$ cat config.mk
export PLATFORM = sky130hd
export DESIGN_NAME = axi_instr_arbiter
export DESIGN_NICKNAME = d
export VERILOG_FILES = /design/src/rtl/axi_instr_arbiter.sv
export SDC_FILE = /design/constraint.sdc
export NUM_CORES = 1
export LEC_CHECK = 0
export ABC_AREA = 1
export BUFFER_PORTS_ARGS = -buffer_cell sky130_fd_sc_hd__buf_2
export CAP_MARGIN = 20
export CELL_PAD_IN_SITES_DETAIL_PLACEMENT = 0
export CELL_PAD_IN_SITES_GLOBAL_PLACEMENT = 1
export CORE_MARGIN = 5
export CORE_UTILIZATION = 28
export CTS_CLUSTER_DIAMETER = 50
export DETAILED_ROUTE_END_ITERATION = 6
export HOLD_SLACK_MARGIN = 0.05
export PLACE_DENSITY = 0.86
export SETUP_SLACK_MARGIN = 0.1
export SLEW_MARGIN = 20
export SYNTH_ARGS = -nofsm -noshare
export SYNTH_HDL_FRONTEND = slang
export SYNTH_SLANG_ARGS = --single-unit
$ cat constraint.sdc
create_clock -name clk -period 1.6 [get_ports clk]
set_input_delay 0.16 -clock clk [delete_from_list [all_inputs] [get_ports clk]]
set_output_delay 0.16 -clock clk [all_outputs]
set_load 0.1 [all_outputs]
$ cat src/rtl/axi_instr_arbiter.sv
// Two-master round-robin arbiter for a shared instruction-fetch AXI read slave.
// One transaction in flight; a silent slave is answered with ERR_DATA after TIMEOUT cycles.
module axi_instr_arbiter #(
    parameter int unsigned TIMEOUT  = 255,
    parameter logic [31:0] ERR_DATA = 32'hDEAD_BEEF
) (
    input  logic        clk,
    input  logic        rst_n,
    input  logic [31:0] m0_araddr,
    input  logic        m0_arvalid,
    output logic        m0_arready,
    output logic [31:0] m0_rdata,
    output logic        m0_rvalid,
    input  logic        m0_rready,
    input  logic [31:0] m1_araddr,
    input  logic        m1_arvalid,
    output logic        m1_arready,
    output logic [31:0] m1_rdata,
    output logic        m1_rvalid,
    input  logic        m1_rready,
    output logic [31:0] s_araddr,
    output logic        s_arvalid,
    input  logic        s_arready,
    input  logic [31:0] s_rdata,
    input  logic        s_rvalid,
    output logic        s_rready,
    output logic        owner,
    output logic        busy,
    output logic        timeout_err
);
    typedef enum logic [1:0] {StIdle, StArIssue, StRWait, StErrResp} state_t;

    localparam logic [15:0] TimerLast = 16'(TIMEOUT - 1);

    state_t      r_state, w_state_nxt;
    logic        r_owner, w_owner_nxt;
    logic        r_last_grant, w_last_grant_nxt;
    logic [31:0] r_addr, w_addr_nxt;
    logic [15:0] r_timer, w_timer_nxt;
    logic        w_gnt0, w_gnt1, w_own_rready, w_timeout_hit, w_rvalid;
    logic [31:0] w_rdata;

    // On a tie the master that was not granted last time wins.
    assign w_gnt0        = m0_arvalid & (~m1_arvalid | r_last_grant);
    assign w_gnt1        = m1_arvalid & (~m0_arvalid | ~r_last_grant);
    assign w_own_rready  = r_owner ? m1_rready : m0_rready;
    // Fires in the silent R_WAIT cycle whose increment brings the timer to TIMEOUT.
    assign w_timeout_hit = (r_state == StRWait) & ~s_rvalid & (r_timer == TimerLast);

    always_ff @(posedge clk or negedge rst_n) begin
        if (!rst_n) begin
            r_state      <= StIdle;
            r_owner      <= 1'b0;
            r_last_grant <= 1'b1;
            r_addr       <= '0;
            r_timer      <= '0;
        end else begin
            r_state      <= w_state_nxt;
            r_owner      <= w_owner_nxt;
            r_last_grant <= w_last_grant_nxt;
            r_addr       <= w_addr_nxt;
            r_timer      <= w_timer_nxt;
        end
    end

    always_comb begin : next_state
        w_state_nxt      = r_state;
        w_owner_nxt      = r_owner;
        w_last_grant_nxt = r_last_grant;
        w_addr_nxt       = r_addr;
        w_timer_nxt      = r_timer;
        unique case (r_state)
            StIdle: begin
                if (w_gnt0 | w_gnt1) begin
                    w_owner_nxt = w_gnt1;
                    w_addr_nxt  = w_gnt1 ? m1_araddr : m0_araddr;
                    w_state_nxt = StArIssue;
                end
            end
            StArIssue: begin
                if (s_arready) begin
                    w_state_nxt = StRWait;
                    w_timer_nxt = '0;
                end
            end
            StRWait: begin
                if (s_rvalid) begin
                    if (w_own_rready) begin
                        w_last_grant_nxt = r_owner;
                        w_state_nxt      = StIdle;
                    end
                end else begin
                    w_timer_nxt = r_timer + 16'd1;
                    if (w_timeout_hit) w_state_nxt = StErrResp;
                end
            end
            StErrResp: begin
                if (w_own_rready) begin
                    w_last_grant_nxt = r_owner;
                    w_state_nxt      = StIdle;
                end
            end
            default: w_state_nxt = StIdle;
        endcase
    end

    always_comb begin : outputs
        m0_arready = 1'b0;
        m1_arready = 1'b0;
        s_arvalid  = 1'b0;
        s_rready   = 1'b0;
        w_rvalid   = 1'b0;
        w_rdata    = '0;
        unique case (r_state)
            StIdle: begin
                // Reset holds the FSM in IDLE, so gate the combinational grant explicitly.
                m0_arready = rst_n & w_gnt0;
                m1_arready = rst_n & w_gnt1;
            end
            StArIssue: s_arvalid = 1'b1;
            StRWait: begin
                w_rvalid = s_rvalid;
                w_rdata  = s_rdata;
                s_rready = w_own_rready;
            end
            StErrResp: begin
                w_rvalid = 1'b1;
                w_rdata  = ERR_DATA;
            end
            default: ;
        endcase
        m0_rvalid = w_rvalid & ~r_owner;
        m1_rvalid = w_rvalid & r_owner;
        m0_rdata  = r_owner ? 32'h0 : w_rdata;
        m1_rdata  = r_owner ? w_rdata : 32'h0;
    end

    assign s_araddr    = r_addr;
    assign owner       = r_owner;
    assign busy        = (r_state != StIdle);
    assign timeout_err = w_timeout_hit;

endmodule

==> out/qor.csv, run 1 <==
stage,metric,value,unit
clock_network,root buf cell,clkbuf_16,
synthesis,sequential share of the synthesized area,0.3930,
floorplanning,Die ar.,14110,sq um
clock_network,Num CTS Buffers,5,
run_status,failing checks,negative setup slack,
sta,post-route setup slack,-0.1770,ns
floorplanning,die width,118.8,um
clock_network,clk sink count,52,
placed_design,DP Wirelength,10590,um
critical_path,worst path required time,1.44,ns
synthesis,"FF+latch count, synth",52,
critical_path,CP arrival,1.62,ns
layout,Fillers,729,
drt,Post-route DRC,0,
sta,Tcrit/Tclk final,1.111,
synthesis,most frequent cells after synthesis,"nor2_1 (115), nand2_1 (87), dfrtp_1 (51), nand3_1 (45), inv_1 (34)",
synthesis,Yosys warnings,0,
global_route,first-pass GRT wire length,25630,um
floorplanning,Die Span Y,118.8,um
clock_network,"Reg clk slew, reported paths",0.07,ns
clock_network,CTS H-tree depth,2,
global_route,total grt overflow,0,
sta,setup total negative slack,-6.272,ns
sta,minimum clock period,1.777,ns
synthesis,Cells after Synth,487,
placed_design,Placement Setup Slack,0.02596,ns
global_route,vias in the first global route,4672,
critical_path,Worst R2R Path Depth,8,
floorplanning,Starting Density,0.2878,
placed_design,number of I/O port buffers,208,
sta,Final setup viols,72,
run_status,status,"finished, violations left",
sta,Fin Clk Skew,0.006279,ns
layout,share of layout cells above drive strength 1,0.6286,
drt,WL/cell,20.13,um
drt,Vias per Instance,5.132,
synthesis,post-synth cell types,28,
critical_path,crit path max fanout,5,
synthesis,number of synthesized flops with an enable pin,0,
drt,routed vias,4691,
critical_path,nature of the critical path startpoint,flip-flop,
worst_hold_path,Worst Hold Class,in -> async,
run,Max Cap Viol,0,
drt,final wirelength,18400,um
synthesis,Main synth FF type,dfrtp_1,
synthesis,post-synth top area share,0.3851,
sta,unrepaired setup endpoints after global routing,yes,
clock_network,clk buf depth,2,
critical_path,crit path kind,reg -> out,
synthesis,post-synthesis average cell area,6.806,sq um
sta,Fin. Hold Viols,0,
global_route,GRT Total Usage,0.2252,
synthesis,fraction of registers with async set/reset,1.000,
floorplanning,Core Footprint,11520,sq um
synthesis,mapped cell area,3314,sq um
layout,synth-to-layout area growth,146.8,%
synthesis,Yosys top cell by area,dfrtp_1,
placed_design,GPL Wtd Cong,0.8749,
synthesis,most frequent cell after synthesis,nor2_1,
sta,fmax,562.8,MHz
sta,pin slew with the least headroom to its limit,0.6794,ns
critical_path,CP Capture Type,primary output,
drt,Routed Antenna Nets,0,
drt,Pre-antenna DRT Iters,5,
global_route,largest net degree at the start of global routing,53,
sta,"Slew Viols, Final",0,
layout,net count reported at finish,875,
synthesis,Area contributors post-synth,"dfrtp_1 (39%), nor2_1 (13%), nand2_1 (9.9%), nand3_1 (6.8%), a31oi_1 (6.2%)",
drt,DR iter-0 viols,304,
synthesis,syn_nets,593,
global_route,initial antenna violation count,1,
floorplanning,Top Ports,209,
clock_network,clk_lat worst skew,0.30,ns
clock_network,cts-stage hold buffer count,0,
clock_network,CTS tree,done,
sta,slew margin rel.,0.5471,
floorplanning,Std-Cell Rows,39,
-- cell families (layout without fill, tap and decap cells) --
logic type,Yosys count,count (layout),share of synthesized area
AO/OA/AOI/OAI,80,80,0.1389
adder cells (fa/ha/maj),2,2,0.007549
buffers and inverters,73,353,0.09928
flip-flops,52,52,0.3930
other,0,1,0
AND/OR/NAND/NOR,280,283,0.3613
-- critical path, stage by stage, from the launching register on --
cell	delay (ns)
dfrtp_2	0.47
buf_6	0.16
nor2_4	0.18
nand2_2	0.09
a211oi_4	0.21
buf_12	0.21
-- metal layers --
layer	GRT usage	routed length [um]	vias up
li1	-	-	2174
met1	0.2748	6919	2226
met2	0.4025	9434	249
met3	0.04489	1312	42
met4	0.06372	729	0
met5	0	0	-
-- registers in the layout, indices dropped and copies added, names as in the netlist --
| register | flops |
|---|---|
| s_araddr | 32 |
| r_last_grant | 1 |
| r_state | 2 |
| r_timer | 16 |
| owner | 1 |
-- cell type report --
type,instances,area [sq um],area share
clock inverter,3,50.05,0.006119
clock buffer,5,125.1,0.01530
inverter,40,201.4,0.02463
antenna,1,2.502,0.0003060
timing repair inverter,3,42.54,0.005201
sequential,52,1308,0.1599
tap,143,178.9,0.02188
timing repair buffer,302,3397,0.4153
multi-input combinational,365,2874,0.3514
-- timing repair --
action | CTS | global route
resized for setup | 101 | 94
pin swaps | 25 | 55
cloned | 7 | 14
setup endpoints to repair | 75 | 115
setup buffers | 35 | 20
-- per-stage QoR --
step / std cells / hold WS [ns] / util / instance area, sq um
after CTS: 882 / 0.08846 / 0.6447 / 7425
after detailed placement: 833 / 0.4070 / 0.5545 / 6386
final: 914 / 0.03735 / 0.7102 / 8179
after floorplan: 487 / -0.1356 / - / 4091
after global placement: 833 / 0.3940 / 0.5545 / 6386
after global routing: 914 / 0.09790 / 0.7102 / 8179
-- cell usage in the layout, fill, tap and decap left out, types with 3 or more instances in the layout --
| cell type | instances |
|---|---|
| buf_6 | 27 |
| nor3_4 | 16 |
| buf_16 | 5 |
| a31oi_1 | 33 |
| nand2_1 | 78 |
| a21oi_1 | 7 |
| nor2_2 | 24 |
| o21ai_2 | 3 |
| inv_1 | 30 |
| clkbuf_16 | 12 |
| a21oi_4 | 3 |
| buf_2 | 135 |
| nor2_4 | 65 |
| nand2_2 | 7 |
| o21ai_1 | 5 |
| nor2_1 | 27 |
| nand3_1 | 42 |
| nand3_2 | 4 |
| o21ai_4 | 24 |
| buf_8 | 4 |
| nand4_1 | 7 |
| inv_2 | 5 |
| nand2_8 | 4 |
| buf_12 | 89 |
| dfrtp_1 | 49 |
| buf_4 | 35 |
-- path summary, 6_finish.rpt --
kind | startpoint | to | slack (ns)
max | r_state[1] | m0_arready | -0.18
min | rst_n | r_timer[12] | 0.04
max reg2reg | r_state[1] | s_araddr[7] | 0.01
min reg2reg | r_last_grant | r_last_grant | 0.55
max in group asynchronous | rst_n | owner | 1.05
min in group clk | m0_araddr[28] | s_araddr[28] | 0.11
Power of run 1 is not shown: default switching activity piles up to over one toggle a cycle in this logic, so the estimate is an artifact.
==> run 2, diff against run 1 <==
--- a/config.mk
+++ b/config.mk
@@ -15,6 +15,7 @@
 export CTS_CLUSTER_DIAMETER = 50
 export DETAILED_ROUTE_END_ITERATION = 6
 export HOLD_SLACK_MARGIN = 0.05
+export MAX_ROUTING_LAYER = met4
 export PLACE_DENSITY = 0.86
 export SETUP_SLACK_MARGIN = 0.1
 export SLEW_MARGIN = 20
==> run 2 against run 1 <==
Largest cell class unchanged. Flip-flop and latch count is the same. First-iteration DRC count grew 8.6%. The flow still finishes with violations (negative setup slack). Cell count up 0.11%.
==> out/qor.csv, run 2 (synthesis results as in run 1) <==
stage,metric,value,unit,change
clock_network,clk_lat worst skew,0.30,ns,about the same
clock_network,clk buf depth,2,,unchanged
global_route,initial antenna violation count,0,,-1
placed_design,GPL Wtd Cong,0.8892,,+1.6%
floorplanning,die width,118.8,um,unchanged
floorplanning,Die ar.,14110,sq um,unchanged
clock_network,root buf cell,clkbuf_16,,
drt,Pre-antenna DRT Iters,4,,-1
clock_network,Num CTS Buffers,5,,unchanged
run_status,failing checks,negative setup slack,,
sta,post-route setup slack,-0.1994,ns,-0.02244 ns
layout,max reg flops,32,,unchanged
layout,"commonest non-fill, non-tap cells in the layout","buf_2 (135), buf_12 (89), nand2_1 (78)",,
layout,net count reported at finish,877,,+0.23%
placed_design,number of I/O port buffers,208,,unchanged
drt,final wirelength,19100,um,+3.8%
run_status,status,"finished, violations left",,
drt,Post-route DRC,0,,unchanged
layout,synth-to-layout area growth,147.8,%,
critical_path,crit path max fanout,5,,unchanged
layout,Layout Cells excl Fill,915,,+0.11%
global_route,vias in the first global route,4661,,-0.24%
floorplanning,Std-Cell Rows,39,,unchanged
layout,antenna cells,0,,-1
sta,minimum clock period,1.799,ns,+0.02244 ns
drt,Vias per Instance,5.233,,+2.0%
sta,unrepaired setup endpoints after global routing,yes,,
clock_network,CTS tree,done,,
floorplanning,Starting Density,0.2878,,unchanged
worst_hold_path,Worst Hold Class,in -> async,,
run,Max Cap Viol,0,,unchanged
global_route,GRT Total Usage,0.2318,,+0.006619
placed_design,placed insts,833,,unchanged
drt,Routed Antenna Nets,0,,unchanged
global_route,largest net degree at the start of global routing,53,,unchanged
critical_path,CP arrival,1.64,ns,+0.02 ns
global_route,total grt overflow,0,,unchanged
clock_network,cts-stage hold buffer count,0,,unchanged
global_route,first-pass GRT wire length,25620,um,about the same
critical_path,worst path required time,1.44,ns,about the same
sta,fmax,555.7,MHz,-1.2%
sta,slew margin rel.,0.5510,,+0.003917
sta,Fin Clk Skew,0.005790,ns,-0.0004897 ns
placed_design,DP Wirelength,10590,um,unchanged
sta,Final setup viols,82,,+14%
layout,share of layout cells above drive strength 1,0.6295,,+0.0009623
floorplanning,Top Ports,209,,unchanged
layout,"commonest non-fill, non-tap cell in the layout",buf_2,,
clock_network,CTS H-tree depth,2,,unchanged
floorplanning,Die Span Y,118.8,um,unchanged
drt,routed vias,4788,,+2.1%
sta,pin slew with the least headroom to its limit,0.6735,ns,-0.005876 ns
clock_network,clk sink count,52,,unchanged
sta,Fin. Hold Viols,0,,unchanged
sta,Tcrit/Tclk final,1.125,,+0.01402
critical_path,crit path kind,reg -> out,,
clock_network,"Reg clk slew, reported paths",0.07,ns,about the same
drt,WL/cell,20.87,um,+3.7%
critical_path,nature of the critical path startpoint,flip-flop,,
critical_path,CP Capture Type,primary output,,
drt,DR iter-0 viols,330,,+8.6%
layout,Fillers,721,,-1.1%
floorplanning,Core Footprint,11520,sq um,unchanged
sta,"Slew Viols, Final",0,,unchanged
## run 2: area by class of cell
class,count,area [sq um],area share
Multi-Input combinational cell,365,2874,0.3499
Tap cell,143,178.9,0.02178
Inverter,40,201.4,0.02452
Timing Repair Buffer,304,3435,0.4181
Clock inverter,3,50.05,0.006093
Clock buffer,5,125.1,0.01523
Timing Repair inverter,3,42.54,0.005179
Sequential cell,52,1308,0.1592
## run 2: critical path, stage by stage (launching register included)
cell and delay (ns):
dfrtp_1 0.40, buf_6 0.17, clkinv_8 0.08, buf_4 0.15, a21oi_4 0.16, inv_2 0.08
nor2_4 0.11, buf_12 0.18
## run 2: metal layers
layer,routed length [um],track usage,vias up,share of wire
li1,-,-,2178,-
met3,1395,0.03916,35,0.073
met5,0,-,-,0
met1,7176,0.2787,2293,0.38
met4,566,0.06372,0,0.030
met2,9959,0.4018,282,0.52
## run 2: path summary, 6_finish.rpt
path                                from  slack, ns  cells past startpoint           end
min in group clk           m0_araddr[28]       0.11                      3  s_araddr[28]
hold reg to reg             r_last_grant       0.55                      2  r_last_grant
setup / recovery              r_state[0]      -0.20                      7     m1_rvalid
max in group asynchronous          rst_n       1.03                      2         owner
setup reg to reg              r_state[1]      -0.02                      8  s_araddr[16]
hold / removal                     rst_n       0.05                      2   r_timer[12]
## run 2: repair_timing
item / CTS / global route
cloned: 7 / 14
endpoints found under the setup margin: 75 / 115
buffers inserted: 35 / 22
pin swaps: 25 / 54
gates resized for setup: 101 / 100
## run 2: metrics by stage
stage	TNS (ns)	setup slack, ns	util	hold slack (ns)	cell area [sq um]
3_5_place_dp	0	0.02596	0.5545	0.4070	6386
2_1_floorplan	-11.07	-0.3953	-	-0.1356	4091
4_1_cts	-5.740	-0.1633	0.6447	0.08846	7425
6_report	-7.883	-0.1994	0.7133	0.04621	8214
5_1_grt	-11.72	-0.2364	0.7133	0.1072	8214
3_3_place_gp	0	0.06974	0.5545	0.3940	6386
Power of run 2 is left out for the same reason.
